**src/rtl/csr_file.sv**
```systemverilog
// csr_file
//
// Machine-mode CSR block for the single-cycle RV32I core. Holds mstatus
// (MIE/MPIE), mie, mtvec, mepc, mcause, the registered mip copy of the
// interrupt lines and a free-running 64-bit cycle counter. It performs
// CSR read-modify-write, takes timer/external interrupts and handles mret.
//
// Ports
//   clk, rst_n    : core clock, asynchronous active-low reset
//   csr_rd        : instruction reads a CSR (read data is always driven)
//   csr_wr        : instruction writes a CSR
//   csr_op        : 01 write, 10 set, 11 clear, 00 none
//   csr_addr      : CSR address
//   csr_wdata     : rs1 value or zimm, already selected
//   csr_rdata     : pre-write value of the addressed CSR (combinational)
//   pc            : PC of the current instruction
//   instr_valid   : current instruction may retire
//   is_mret       : current instruction is mret
//   timer_irq     : machine timer interrupt line (level)
//   ext_irq       : machine external interrupt line (level)
//   epc_taken     : redirect the PC this cycle (combinational)
//   epc_out       : redirect target (combinational)
//
// Handshake: there is no valid/ready pair here. An instruction is presented
// for exactly one cycle; instr_valid qualifies every state change, and all
// effects of that instruction commit at the next rising clock edge.
module csr_file #(
  parameter logic [31:0] MTVEC_RST = 32'h0000_0000
) (
  input  logic        clk,
  input  logic        rst_n,
  input  logic        csr_rd,
  input  logic        csr_wr,
  input  logic [1:0]  csr_op,
  input  logic [11:0] csr_addr,
  input  logic [31:0] csr_wdata,
  output logic [31:0] csr_rdata,
  input  logic [31:0] pc,
  input  logic        instr_valid,
  input  logic        is_mret,
  input  logic        timer_irq,
  input  logic        ext_irq,
  output logic        epc_taken,
  output logic [31:0] epc_out
);

  localparam logic [11:0] ADDR_MSTATUS = 12'h300;
  localparam logic [11:0] ADDR_MIE     = 12'h304;
  localparam logic [11:0] ADDR_MTVEC   = 12'h305;
  localparam logic [11:0] ADDR_MEPC    = 12'h341;
  localparam logic [11:0] ADDR_MCAUSE  = 12'h342;
  localparam logic [11:0] ADDR_MIP     = 12'h344;
  localparam logic [11:0] ADDR_MCYCLE  = 12'hB00;
  localparam logic [11:0] ADDR_MCYCLEH = 12'hB80;

  logic        st_mie;
  logic        st_mpie;
  logic        en_mtie;
  logic        en_meie;
  logic        mip_mtip;
  logic        mip_meip;
  logic [31:0] mtvec_q;
  logic [31:0] mepc_q;
  logic [31:0] mcause_q;
  logic [63:0] cycle_q;
  logic [63:0] cycle_nxt;

  logic [31:0] rd_val;
  logic [31:0] wr_val;
  logic        ext_pend;
  logic        tmr_pend;
  logic        trap;
  logic        mret_go;
  logic        wr_en;
  logic [3:0]  cause_code;
  logic [31:0] trap_cause;
  logic [31:0] tvec_base;
  logic [31:0] trap_target;

  // Read data does not depend on csr_rd, and pc[1:0] is dropped because
  // mepc is always word aligned.
  logic unused_ok;
  assign unused_ok = ^{csr_rd, pc[1:0]};

  // Read mux: unimplemented addresses return zero.
  always_comb begin
    rd_val = '0;
    case (csr_addr)
      ADDR_MSTATUS: rd_val = {19'b0, 2'b11, 3'b0, st_mpie, 3'b0, st_mie, 3'b0};
      ADDR_MIE:     rd_val = {20'b0, en_meie, 3'b0, en_mtie, 7'b0};
      ADDR_MTVEC:   rd_val = mtvec_q;
      ADDR_MEPC:    rd_val = mepc_q;
      ADDR_MCAUSE:  rd_val = mcause_q;
      ADDR_MIP:     rd_val = {20'b0, mip_meip, 3'b0, mip_mtip, 7'b0};
      ADDR_MCYCLE:  rd_val = cycle_q[31:0];
      ADDR_MCYCLEH: rd_val = cycle_q[63:32];
      default:      rd_val = '0;
    endcase
  end

  assign csr_rdata = rd_val;

  // Unmasked new value; each register applies its own mask on commit.
  always_comb begin
    wr_val = rd_val;
    case (csr_op)
      2'b01:   wr_val = csr_wdata;
      2'b10:   wr_val = rd_val | csr_wdata;
      2'b11:   wr_val = rd_val & ~csr_wdata;
      default: wr_val = rd_val;
    endcase
  end

  // Interrupt decision uses the registered mip copy, not the raw lines.
  assign ext_pend   = st_mie & en_meie & mip_meip;
  assign tmr_pend   = st_mie & en_mtie & mip_mtip;
  assign trap       = instr_valid & (ext_pend | tmr_pend);
  assign mret_go    = instr_valid & is_mret & ~trap;
  assign wr_en      = csr_wr & instr_valid & (csr_op != 2'b00) & ~trap;

  assign cause_code  = ext_pend ? 4'd11 : 4'd7;
  assign trap_cause  = {1'b1, 27'b0, cause_code};
  assign tvec_base   = {mtvec_q[31:2], 2'b00};
  // Vectored mode offsets by 4 x cause; the interrupt bit shifts out of
  // the 32-bit sum, so only the cause code contributes.
  assign trap_target = mtvec_q[0] ? (tvec_base + {26'b0, cause_code, 2'b00})
                                  : tvec_base;

  assign epc_taken = trap | mret_go;
  assign epc_out   = trap ? trap_target : (mret_go ? mepc_q : 32'h0);

  // Counter: a software write to one half replaces that half's increment;
  // the other half keeps counting, carry included.
  always_comb begin
    cycle_nxt = cycle_q + 64'd1;
    if (wr_en && (csr_addr == ADDR_MCYCLE)) begin
      cycle_nxt[31:0] = wr_val;
    end
    if (wr_en && (csr_addr == ADDR_MCYCLEH)) begin
      cycle_nxt[63:32] = wr_val;
    end
  end

  always_ff @(posedge clk or negedge rst_n) begin
    if (!rst_n) begin
      st_mie   <= 1'b0;
      st_mpie  <= 1'b0;
      en_mtie  <= 1'b0;
      en_meie  <= 1'b0;
      mip_mtip <= 1'b0;
      mip_meip <= 1'b0;
      mtvec_q  <= MTVEC_RST;
      mepc_q   <= '0;
      mcause_q <= '0;
      cycle_q  <= '0;
    end else begin
      mip_mtip <= timer_irq;
      mip_meip <= ext_irq;
      cycle_q  <= cycle_nxt;

      if (wr_en) begin
        case (csr_addr)
          ADDR_MSTATUS: begin
            st_mie  <= wr_val[3];
            st_mpie <= wr_val[7];
          end
          ADDR_MIE: begin
            en_mtie <= wr_val[7];
            en_meie <= wr_val[11];
          end
          ADDR_MTVEC:  mtvec_q  <= {wr_val[31:2], 1'b0, wr_val[0]};
          ADDR_MEPC:   mepc_q   <= {wr_val[31:2], 2'b00};
          ADDR_MCAUSE: mcause_q <= wr_val;
          default: ;
        endcase
      end

      // mret overrides a same-cycle mstatus write; a trap blocks both.
      if (trap) begin
        mepc_q   <= {pc[31:2], 2'b00};
        mcause_q <= trap_cause;
        st_mpie  <= st_mie;
        st_mie   <= 1'b0;
      end else if (mret_go) begin
        st_mie  <= st_mpie;
        st_mpie <= 1'b1;
      end
    end
  end

endmodule

```
**config.mk**
```make
export PLATFORM = sky130hd
export DESIGN_NAME = csr_file
export DESIGN_NICKNAME = d
export VERILOG_FILES = /design/src/rtl/csr_file.sv
export SDC_FILE = /design/constraint.sdc
export NUM_CORES = 1
export LEC_CHECK = 0
export ABC_AREA = 1
export BUFFER_PORTS_ARGS = -buffer_cell sky130_fd_sc_hd__buf_4
export CORE_ASPECT_RATIO = 0.5
export CORE_MARGIN = 3
export CORE_UTILIZATION = 25
export CTS_BUF_LIST = sky130_fd_sc_hd__clkbuf_8
export DETAILED_ROUTE_END_ITERATION = 10
export GPL_TIMING_DRIVEN = 0
export SLEW_MARGIN = 20
export SYNTH_ARGS = -nofsm -noshare
export SYNTH_HDL_FRONTEND = slang
export SYNTH_SLANG_ARGS = --single-unit
export TNS_END_PERCENT = 100
```
**constraint.sdc**
```tcl
create_clock -name clk -period 2.6 [get_ports clk]
set_input_delay 0.26 -clock clk [delete_from_list [all_inputs] [get_ports clk]]
set_output_delay 0.26 -clock clk [all_outputs]
set_load 0.02 [all_outputs]
```
==> flow_metrics.py, run 1 <==
metrics = {
    "detailed_routing": {
        "vias": 15260,
        "wire_per_inst_um": 23.58,
        "first_pass_iters": 6,
        "drcViolationCount": 0,
        "drt-initial-drc-count": 2008,
        "viasPerCell": 5.316,
        "postRouteAntennaNets": 0,
        "drt_wl_total_mm": 67.69,
    },
    "sta": {
        "rsz0062_at_grt": "true",
        "worst_pin_slew_ns": 0.7115,
        "slew_headroom_pct": 52.57,
        "worst_slack_ns": -0.4128,
        "drv_slew": 0,
        "setup_viol": 27,
        "fmax_ghz": 0.3319,
        "fin_skew_ns": 0.02478,
        "hold_viol_final": 0,
        "min_period_ns": 3.013,
        "fin_crit_sh_pct": 115.9,
    },
    "cts": {
        "clockBufferDepth": 2,
        "cts_buffers": 17,
        "cts_tree": "built",
        "cts-htree-levels": 4,
        "cts-root-buf": "clkbuf_8",
        "clkLatencyLatePin_ns": 0.54,
        "cts.clk_slew.worst_paths_ns": 0.13,
        "clock-sinks": 163,
    },
    "critical_path": {
        "path_cells": "nand3_4 -> ha_4 -> nand3_2 -> nand2_2 -> nand2_4 -> buf_4 -> a21oi_4 -> nand2_1 -> nand2_1 -> nand2_1 -> nand2_1 -> o21ai_2 -> nand2_1 -> nand2_1 -> buf_6",
        "crit_path_frequent_cell": "nand2_1",
        "crit_type": "register to primary output",
        "crit_arrival_ns": 2.75,
        "worst_setup_path_start_kind": "register",
        "cp_slowest_stage_delay_ns": 0.44,
        "critical-path-slowest-cell": "dfrtp_1",
        "crit_path_max_fanout": 5,
        "worst_setup_path_end_kind": "primary output",
        "cp_data_required_time_ns": 2.34,
    },
    "floorplan": {
        "die_area_mm2": 0.05346,
        "initial_utilization_pct": 25.69,
        "die_y_um": 165,
        "core_mm2": 0.04921,
        "die_w_um": 324.0,
        "rows": 57,
        "io_pins": 151,
    },
    "global_routing": {
        "grt_pass1_wl_mm": 97.54,
        "grt_pass1_vias": 14340,
        "grt_util_all_layers_pct": 25.18,
        "antenna_found_initial": 0,
        "grt_max_degree": 92,
        "grt_overflow": 0,
    },
    "synthesis": {
        "yosysUniqueCellTypes": 46,
        "ys_warn_count": 0,
        "syn_area_mm2": 0.01264,
        "ys.flop_type": "dfrtp_1",
        "async_flop_share_pct": 100.0,
        "synth_area_leader_cell": "dfrtp_1",
        "synth_edf_count": 0,
        "syn_inst": 2011,
        "seq_area_frac_synth_pct": 32.27,
        "synth.top_cell.area_share_pct": 32.27,
        "synth.avg_cell_area_um2": 6.286,
        "synth_most_common_cell": "nand2_1",
        "synth_commonest_cells": "nand2_1, nand3_1, inv_1",
        "synthTopCellsByArea": "dfrtp_1, nand2_1, nand3_1",
        "ys_ff_latch": 163,
    },
    "cells_and_area": {
        "fin_util_pct": 32.43,
        "layout-drive-gt1-share_pct": 19.89,
        "n_antenna_cell": 0,
        "area_delta_synth_final_pct": 26.25,
        "final_cell_area_mm2": 0.01596,
        "fin_nets": 2299,
    },
    "run_status": {
        "violations": "negative setup slack",
        "status": "finished, violations left",
    },
    "power_and_ir_drop": {
        "p_leak_uw": 0.007812,
        "power_uw": 5612,
        "peakVddDrop_mv": 0.3429,
        "powerDensity_mw_per_mm2": 351.7,
    },
    "placement": {
        "placed_cell_area_mm2": 0.01458,
        "port-buffer-count": 145,
        "dp_hpwl_mm": 53.95,
        "place.gp.congestion": 1.023,
    },
    "worst_hold_path": {
        "min_path_type": "input port to register",
    },
    "flow_run": {
        "maxCapViolCount": 0,
    },
}
-- path summary, 6_finish.rpt --
| path | from | end | slack, ns | cells after the start |
|---|---|---|---|---|
| setup / recovery | mip_meip | epc_out[27] | -0.41 | 15 |
| hold / removal | pc[6] | mepc_q[6] | 0.02 | 5 |
| setup reg to reg | mip_meip | cycle_q[58] | 0.16 | 10 |
| hold reg to reg | mcause_q[11] | mcause_q[11] | 0.50 | 2 |
| max in group asynchronous | rst_n | mtvec_q[3] | 1.35 | 3 |
| min in group asynchronous | rst_n | cycle_q[29] | 0.27 | 2 |
-- layout make-up --
class                   count  area, um2
clock inverters            14      160.2
well taps                 649      812.0
plain buffers              85      515.5
clock buffers              18      247.7
fillers                  5415      33250
inverters                 211      797.0
flip-flops and latches    163       4081
repair buffers            179       1510
multi-input cells        1552       7835
-- kinds of logic after synthesis --
| logic type | count (synthesis) | synth area share, % |
|---|---|---|
| compound gates | 314 | 13.43 |
| xor+xnor | 51 | 3.534 |
| fa+ha+maj | 4 | 0.3959 |
| buf+inv | 297 | 9.948 |
| flops | 163 | 32.27 |
| other cells | 1 | 0.02967 |
| simple gates | 1181 | 40.39 |
-- where the power goes --
group,internal [uW],total [uW],switching [uW]
Clock,753,2050,1300
Combinational,268,832,564
Sequential,2600,2730,126
-- registers in the layout (all words and copies together) (netlist names) --
signal	cells
en_mtie	1
en_meie	1
mtvec_q	31
mcause_q	32
st_mie	1
mip_meip	1
mip_mtip	1
st_mpie	1
cycle_q	64
mepc_q	30
-- stage by stage --
stage / instances / setup WS [ns] / setup TNS, ns / hold slack [ns]
final: 2871 / -0.4128 / -8.772 / 0.01767
after detailed placement: 2807 / -0.3529 / -5.368 / 0.3034
after global routing: 2871 / -0.4971 / -10.69 / 0.02719
after global placement: 2806 / -0.3807 / -6.148 / 0.3725
after floorplan: 2012 / 0.3710 / 0 / -0.03559
after CTS: 2860 / -0.3585 / -6.743 / 0.001715
-- cells in the final DEF, fill, tap and decap left out, drive strengths merged --
master / count
conb: 2
ha: 4
xor2: 45
dlygate4sd3: 4
nor3: 49
a31oi: 9
clkinv: 7
nand2: 697
and3: 1
nand3b: 2
o211ai: 9
nor2: 190
nand3: 212
o221ai: 2
dfrtp: 163
clkbuf: 39
o32ai: 2
o21bai: 1
inv: 218
o22ai: 30
o2111ai: 2
o21ai: 210
and2: 2
a21oi: 41
and3b: 1
buf: 239
nand4: 24
or2: 2
a221oi: 8
nor4: 1
xnor2: 6
-- layer usage --
layer	part of all wire, %	global-route usage, %	up-vias
met3	10	6.331	89
met2	43	38.04	817
met5	0	0	-
li1	-	-	6918
met4	2.6	7.143	0
met1	44	35.41	7437
-- critical path: cells and delay by family, from the launching register on --
kind	cells	cell delay [ns]
AOI/OAI and AO/OA	2	0.29
adders and majority gates	1	0.35
buffers and inverters	2	0.27
DFF	1	0.44
and+or+nand+nor	10	0.85
-- what timing repair did --
item / in CTS / in global routing
pin swaps: 31 / 36
resized for setup: 141 / 62
hold buffers: 4 / 0
endpoints found under the hold margin: 75 / 0
buffers inserted: 17 / 13
setup endpoints to repair: 46 / 36
No activity file was read; power rests on OpenSTA's default activity.
==> run 2: changes to the inputs <==
- CTS_BUF_LIST: sky130_fd_sc_hd__clkbuf_8 -> default
- SETUP_SLACK_MARGIN: default -> 0.4
==> run 2 against run 1 <==
  * Non-clock buffer count rose by 12
  * Largest power group unchanged
  * Global-route usage fell by 0.39 points
  * Combinational power rose by 3.2%
  * The flow still finishes with violations (negative setup slack)
==> flow_metrics.py, run 2 (synthesis gave the netlist of run 1 again) <==
metrics = {
    "run_status": {
        "status": "finished, violations left",
        "violations": "negative setup slack",
    },
    "critical_path": {
        "crit_path_max_fanout": 4,
        "worst_setup_path_start_kind": "register",
        "worst_setup_path_end_kind": "primary output",
        "crit_arrival_ns": 2.67,
        "cp_data_required_time_ns": 2.34,
        "crit_type": "register to primary output",
    },
    "placement": {
        "port-buffer-count": 145,
        "dp.cells": 2808,
        "dp_hpwl_mm": 53.57,
        "place.gp.congestion": 1.019,
    },
    "cells_and_area": {
        "layout.cells.non_filler": 2883,
        "layout_commonest_cell": "nand2_1",
        "num-fill-cells": 5413,
        "largest-register": "cycle_q",
        "largestRegisters": "cycle_q: 64 flops, mcause_q: 32 flops, mtvec_q: 31 flops",
        "fin_util_pct": 33.55,
        "fin_nets": 2311,
        "layout-drive-gt1-share_pct": 22.83,
        "final_cell_mix": "nand2_1, nand3_1, inv_1",
        "largest_reg_flops": 64,
        "n_antenna_cell": 0,
        "area_delta_synth_final_pct": 30.60,
    },
    "sta": {
        "fin_skew_ns": 0.01905,
        "fin_tns_setup_ns": -5.329,
        "worst_slack_ns": -0.3342,
        "setup_viol": 25,
        "fmax_ghz": 0.3408,
        "fin_hold_ws_ns": 0.01638,
        "drv_slew": 0,
        "slew_headroom_pct": 53.71,
        "worst_pin_slew_ns": 0.6944,
        "rsz0062_at_grt": "true",
        "min_period_ns": 2.934,
        "fin_crit_sh_pct": 112.9,
        "hold_viol_final": 0,
    },
    "floorplan": {
        "core_mm2": 0.04921,
        "die_area_mm2": 0.05346,
        "rows": 57,
        "die_w_um": 324.0,
        "die_y_um": 165,
        "io_pins": 151,
        "initial_utilization_pct": 25.69,
    },
    "cts": {
        "cts_tree": "built",
        "clockBufferDepth": 2,
        "clock-sinks": 163,
        "clkLatencyLatePin_ns": 0.47,
        "cts-htree-levels": 4,
        "cts-root-buf": "clkbuf_16",
        "cts_buffers": 17,
        "cts.clk_slew.worst_paths_ns": 0.09,
    },
    "flow_run": {
        "maxCapViolCount": 0,
    },
    "detailed_routing": {
        "drt_wl_total_mm": 67.38,
        "vias": 15320,
        "drcViolationCount": 0,
        "viasPerCell": 5.315,
        "first_pass_iters": 6,
        "wire_per_inst_um": 23.37,
        "drt-initial-drc-count": 1949,
        "postRouteAntennaNets": 0,
    },
    "global_routing": {
        "grt_util_all_layers_pct": 24.79,
        "grt_pass1_wl_mm": 96.19,
        "antenna_found_initial": 1,
        "grt_pass1_vias": 14180,
        "grt_max_degree": 86,
        "grt_overflow": 0,
    },
    "power_and_ir_drop": {
        "powerDensity_mw_per_mm2": 379.3,
        "p_leak_uw": 0.008027,
        "peakVddDrop_mv": 0.4872,
    },
    "worst_hold_path": {
        "min_path_type": "input port to register",
    },
}
==> run 2: cell types whose count changed in the layout (fill, tap and decap cells not counted), moves of 5 or more <==
cell,delta
dfrtp_2,+5
nor2_4,+5
nor3_1,-8
inv_1,-5
clkbuf_8,-17
buf_4,+9
nor2_1,-11
nor3_2,+7
dfrtp_1,-5
o22ai_1,-12
clkbuf_1,-6
nor2_2,+6
o22ai_2,+12
clkbuf_16,+17
==> run 2: path summary, 6_finish.rpt <==
path | cells after the start | end | startpoint | slack [ns]
max | 13 | epc_out[15] | en_meie | -0.33
min | 3 | mepc_q[7] | pc[7] | 0.02
max reg2reg | 10 | mcause_q[0] | st_mie | 0.41
min reg2reg | 2 | mcause_q[10] | mcause_q[10] | 0.50
max in group asynchronous | 4 | mtvec_q[3] | rst_n | 1.33
min in group asynchronous | 2 | cycle_q[59] | rst_n | 0.18
==> run 2: through the flow <==
| step | worst slack [ns] | cell area (um2) | total power (uW) |
|---|---|---|---|
| after floorplan | 0.4073 | 12660 | 3058 |
| after CTS | -0.3150 | 15930 | 6191 |
| final | -0.3342 | 16510 | 6262 |
| after detailed placement | -0.3678 | 14630 | 3503 |
| after global placement | -0.3932 | 14570 | 3493 |
| after global routing | -0.4170 | 16510 | 6424 |
==> run 2: metal layers <==
metal / wire length, um / GRT usage, % / up-vias
met3: 7114 / 6.111 / 110
met1: 29160 / 34.23 / 7383
met5: 13 / 0 / -
met4: 1992 / 7.452 / 2
li1: - / - / 6957
met2: 29100 / 38.16 / 872
==> run 2: critical path, cell delays in order (launching register included) <==
cell and delay (ns):
dfrtp_1 0.44, nand3_4 0.16, inv_4 0.05, ha_4 0.29, nand2_4 0.06, nor2_4 0.14, nand2_4 0.08, nand2_4 0.09
nand2_4 0.05, inv_2 0.07, nand4_1 0.18, o21ai_1 0.29, nand2_2 0.13, buf_4 0.18
==> run 2: report_power, final <==
| group | switching, uW | total, uW | internal [uW] | leakage (uW) |
|---|---|---|---|---|
| Clock | 1350 | 2670 | 1320 | 0.000293 |
| Combinational | 574 | 859 | 284 | 0.00585 |
| Sequential | 126 | 2730 | 2610 | 0.00189 |
==> run 2: timing repair <==
action	CTS	global route
endpoints found under the setup margin	88	124
hold buffers	3	0
pin swaps	25	41
hold endpoints to repair	93	0
buffers inserted	16	23
cloned	1	0
gates resized for setup	163	122
==> run 2: final cells by class <==
type                       instances  area (um2)  area share (%)
clock buffer                      18       439.2           2.660
inverter                         211       807.0           4.888
multi-input combinational       1552        8041           48.71
clock inverter                    14       152.6          0.9246
timing repair buffer             190        1613           9.769
buffer                            86       556.8           3.372
tap                              649       812.0           4.919
sequential                       163        4088           24.76
